### src/rtl/lift_call_encoder.sv
// Lift8 call front end: synchronises and debounces the floor buttons, latches calls as
// pending (lamp drive), and offers them round-robin to the car controller over valid/ready.
module lift_call_encoder #(
    parameter int NUM_FLOORS      = 8,
    parameter int FLOOR_W         = 3,
    parameter int DEBOUNCE_CYCLES = 4
) (
    input  logic                  clk,
    input  logic                  reset,
    input  logic [NUM_FLOORS-1:0] btn,
    input  logic [FLOOR_W-1:0]    current_floor,
    input  logic                  door_open,
    input  logic                  emergency_stop,
    output logic                  req_valid,
    output logic [FLOOR_W-1:0]    req_floor,
    input  logic                  req_ready,
    output logic [NUM_FLOORS-1:0] pending
);
    // state | meaning
    // IDLE  | no offer outstanding; picks the next candidate call
    // OFFER | req_floor presented with req_valid=1, held until handshake or withdrawal
    typedef enum logic {IDLE, OFFER} state_t;

    localparam int CNT_W = $clog2(DEBOUNCE_CYCLES);
    localparam logic [CNT_W-1:0] CNT_TC = CNT_W'(DEBOUNCE_CYCLES - 1);

    state_t                  state, state_next;
    logic [NUM_FLOORS-1:0]   sync1, sync2, deb, deb_d;
    logic [CNT_W-1:0]        cnt [NUM_FLOORS];
    logic [NUM_FLOORS-1:0]   pending_q, issued;
    logic [FLOOR_W-1:0]      rr_ptr, req_floor_q, req_floor_next, sel;
    logic [NUM_FLOORS-1:0]   press, serve, candidate, issued_set;
    logic                    found, handshake;

    always_ff @(posedge clk or negedge reset) begin
        if (!reset) begin
            sync1 <= '0;
            sync2 <= '0;
            deb   <= '0;
            deb_d <= '0;
            for (int i = 0; i < NUM_FLOORS; i++) cnt[i] <= '0;
        end else begin
            sync1 <= btn;
            sync2 <= sync1;
            deb_d <= deb;
            for (int i = 0; i < NUM_FLOORS; i++) begin
                if (sync2[i] == deb[i]) begin
                    cnt[i] <= '0;
                end else if (cnt[i] == CNT_TC) begin
                    deb[i] <= sync2[i];
                    cnt[i] <= '0;
                end else begin
                    cnt[i] <= cnt[i] + CNT_W'(1);
                end
            end
        end
    end

    always_comb begin
        press     = deb & ~deb_d;
        candidate = pending_q & ~issued;
        serve     = '0;
        for (int i = 0; i < NUM_FLOORS; i++)
            serve[i] = door_open && (current_floor == FLOOR_W'(i));
    end

    // Rotating priority search starting at rr_ptr; FLOOR_W-bit addition wraps 7->0.
    always_comb begin
        sel   = '0;
        found = 1'b0;
        for (int k = 0; k < NUM_FLOORS; k++) begin
            if (!found && candidate[rr_ptr + FLOOR_W'(k)]) begin
                sel   = rr_ptr + FLOOR_W'(k);
                found = 1'b1;
            end
        end
    end

    always_comb begin
        state_next     = state;
        req_floor_next = req_floor_q;
        handshake      = 1'b0;
        req_valid      = (state == OFFER);
        case (state)
            IDLE: begin
                if (!emergency_stop && found) begin
                    req_floor_next = sel;
                    state_next     = OFFER;
                end
            end
            OFFER: begin
                if (emergency_stop) begin
                    state_next = IDLE;
                end else if (req_ready) begin
                    handshake  = 1'b1;
                    state_next = IDLE;
                end else if (serve[req_floor_q]) begin
                    state_next = IDLE;
                end
            end
            default: state_next = IDLE;
        endcase
        issued_set = handshake ? (NUM_FLOORS'(1) << req_floor_q) : '0;
    end

    // Service of a floor wins over a same-cycle press or acceptance of that floor.
    always_ff @(posedge clk or negedge reset) begin
        if (!reset) begin
            state       <= IDLE;
            req_floor_q <= '0;
            pending_q   <= '0;
            issued      <= '0;
            rr_ptr      <= '0;
        end else begin
            state       <= state_next;
            req_floor_q <= req_floor_next;
            if (handshake) rr_ptr <= req_floor_q + FLOOR_W'(1);
            if (emergency_stop) begin
                pending_q <= '0;
                issued    <= '0;
            end else begin
                pending_q <= (pending_q | press) & ~serve;
                issued    <= (issued | issued_set) & ~serve;
            end
        end
    end

    assign req_floor = req_floor_q;
    assign pending   = pending_q;

endmodule

### config.mk
export PLATFORM = sky130hd
export DESIGN_NAME = lift_call_encoder
export DESIGN_NICKNAME = d
export VERILOG_FILES = /design/src/rtl/lift_call_encoder.sv
export SDC_FILE = /design/constraint.sdc
export NUM_CORES = 1
export LEC_CHECK = 0
export BUFFER_PORTS_ARGS = -buffer_cell sky130_fd_sc_hd__buf_4
export CAP_MARGIN = 20
export CORE_ASPECT_RATIO = 1.25
export CORE_MARGIN = 2
export CORE_UTILIZATION = 35
export DETAILED_ROUTE_END_ITERATION = 7
export HOLD_SLACK_MARGIN = 0.15
export SKIP_CTS_REPAIR_TIMING = 1
export SYNTH_ARGS = -nofsm -noshare
export SYNTH_HDL_FRONTEND = slang
export SYNTH_SLANG_ARGS = --single-unit
### constraint.sdc
create_clock -name clk -period 3.5 [get_ports clk]
set_clock_uncertainty 0.2 [all_clocks]
set_input_delay 0 -clock clk [delete_from_list [all_inputs] [get_ports clk]]
set_output_delay 0 -clock clk [all_outputs]
set_load 0.05 [all_outputs]
==> results_dict.tcl <==
set metrics [dict create \
    r2r_end "req_valid$_DFF_PN0_" \
    synth_top_area_share_pct 47.7 \
    die_h_um 119 \
    clock_path_buffers 2 \
    synth_compound_area_share_pct 14.1 \
    netlist_area_um2 3730 \
    crit_fanout 12 \
    synth_area_leader_cell "dfrtp_1" \
    slew_viol_final 0 \
    routedWlPerCell_um 16.2 \
    rr_startpoint "rr_ptr[0]$_DFFE_PN0P_" \
    synthAdderAreaFrac_pct 5.37 \
    timing.final.crit_share_pct 94.4 \
    drive_above_1_share_pct 21.8 \
    start_kind "flop" \
    seq_area_frac_synth_pct 47.7 \
    finish.net_count 407 \
    synth.area.mux_share_pct 15.8 \
    rsz0062_at_grt "false" \
    reg2reg_depth 8 \
    synth-edff-count 0 \
    ant_nets 0 \
    fmax_mhz 303 \
    synthSimpleGateAreaFrac_pct 10.0 \
    via_per_inst 5.32 \
    cts-htree-levels 3 \
    die_area_um2 11500 \
    die_w_um 96.3 \
    ys_warn_count 0 \
    status "complete, no violations" \
    cts.sinks 71 \
    synthXorXnorAreaFrac_pct 3.29 \
    vias 2723 \
    ir_worst_vdd_v 0.000605 \
    grt_pass1_wl_um 13600 \
    setup_viol 0 \
    worstSetupEndpointType "flop" \
    synth_top_family_by_area "multiplexers" \
    numPortBuffers 27 \
    yosys.cell_count.top_type "dfrtp_1" \
    antenna_found_initial 0 \
    drc_errors 0 \
    crit_arrival_ps 3320 \
    worst_slew_pin_slew_ps 863 \
    cts_inserted_buffers 9 \
    place.gp.congestion 0.895 \
    ys_types 58 \
    async_flop_share_pct 100 \
    leakagePower_nw 2.08 \
    critPathKind "flop to flop" \
    grt_max_degree 72 \
    synth_cells 315 \
    io_pins 28 \
    n_antenna_cell 0 \
    cts_tree "built" \
    max_cap_viol_count 0 \
    initial_core_util_pct 35.5 \
    hold_viol 0 \
    track_usage_pct 15.5 \
    wirelength_um 8300 \
    cts_root_buf "clkbuf_16" \
    syn_to_final_growth_pct 25.1 \
    r2r_slack_ps 200 \
    synthFlopType "dfrtp_1" \
    synth_common_cells "dfrtp_1 (71), a21oi_1 (18), nor2b_1 (18), inv_1 (17)" \
    grt_pass1_vias 2663 \
    maxSlewHeadroom_pct 42.4 \
    syn_nets 347 \
    powerDensity_nw_per_um2 981 \
    coreArea_um2 10500 \
    drt-pass1-iter-count 4 \
    clk_latency_ps 330 \
    required_ps 3510 \
    drt_iter0_markers 86 \
    path_clk_slew_ps 60 \
    num_rows 42 \
    dp_hpwl_um 6230 \
    overflow 0 \
    synthTopCellsByArea "dfrtp_1 (48%), mux4_2 (6.6%), ha_1 (5.4%)" \
    min_path_type "input pin to asynchronous set/reset pin" \
    finalCriticalPeriod_ps 3300 \
    finalPower_mw 4.58 \
    synth_area_per_cell_um2 11.8 \
    finalSetupTns_ps 0 \
    ys_seq_elements 71 \
]
## per-stage QoR
stage	worst slack, ps	hold slack (ps)	utilization, %	instance area (um^2)	instances
5_1_grt	4.51	152	44.4	4660	512
3_5_place_dp	611	-89.4	38.8	4080	468
3_3_place_gp	634	-90.5	38.8	4080	468
6_report	196	131	44.4	4660	512
4_1_cts	592	-434	41.7	4380	484
2_1_floorplan	481	-496	-	3730	315
## layout by cell type, fill, tap and decap left out, drive strengths merged, types with 4 or more instances in the layout
master,count
a211oi,8
a21oi,18
a311oi,7
a31oi,5
buf,33
clkbuf,10
dfrtp,71
dlygate4sd3,28
ha,16
inv,20
mux2,15
mux2i,15
mux4,11
nand2,11
nor2,16
nor2b,18
nor3,11
o21ai,7
xnor2,10
xor2,4
## final cells by class
class / count / area [um^2]
flip-flops and latches: 71 / 1780
fillers: 994 / 5850
clock inverters: 6 / 68.8
multi-input cells: 213 / 1810
repair buffers: 61 / 528
inverters: 19 / 73.8
well taps: 132 / 165
clock buffers: 10 / 239
## per-layer routing
metal  GRT usage [%]  up-vias  routed length [um]
met5               0        -                   0
met4            5.63        0                 178
met3            3.23       14                 273
met2            25.9       62                4430
met1            19.6     1367                3420
li1                -     1280                   -
## worst max-delay path: stages (launching register included)
cell           delay [ps]
dfrtp_1               410
buf_4                 210
ha_1                  290
xnor2_1               360
mux4_2                320
nand4_1               290
o41ai_4               400
o41ai_1               130
dlygate4sd3_1         570
## report_power, final
| part | leakage [nW] | internal (mW) | switching [mW] |
|---|---|---|---|
| combinational | 1.05 | 1.05 | 1.33 |
| sequential | 0.888 | 1.07 | 0.208 |
| clock | 0.149 | 0.574 | 0.335 |
| total | 2.08 | 2.70 | 1.88 |
## how the worst max path moves through the flow
| stage | slack (ps) | endpoint | start |
|---|---|---|---|
| 2_1_floorplan | 480 | req_floor[1]$_DFFE_PN0P_ | rr_ptr[0]$_DFFE_PN0P_ |
| 3_3_place_gp | 630 | req_floor[1]$_DFFE_PN0P_ | rr_ptr[0]$_DFFE_PN0P_ |
| 3_5_place_dp | 610 | req_floor[1]$_DFFE_PN0P_ | rr_ptr[0]$_DFFE_PN0P_ |
| 4_1_cts | 590 | req_floor[1]$_DFFE_PN0P_ | rr_ptr[0]$_DFFE_PN0P_ |
| 5_1_grt | 5 | req_valid$_DFF_PN0_ | rr_ptr[0]$_DFFE_PN0P_ |
| 6_report | 200 | req_valid$_DFF_PN0_ | rr_ptr[0]$_DFFE_PN0P_ |
## registers in the layout, summed over array words and instances (netlist names)
name / flops
sync1: 8
cnt: 16
rr_ptr: 3
pending: 8
sync2: 8
req_valid: 1
issued: 8
req_floor: 3
deb_d: 8
deb: 8
## kinds of logic after synthesis
logic type,after synthesis
flops,71
mux,41
simple gates,71
xor+xnor,14
compound gates,71
fa+ha+maj,16
buf+inv,31
No activity file was read; power rests on OpenSTA's default activity.
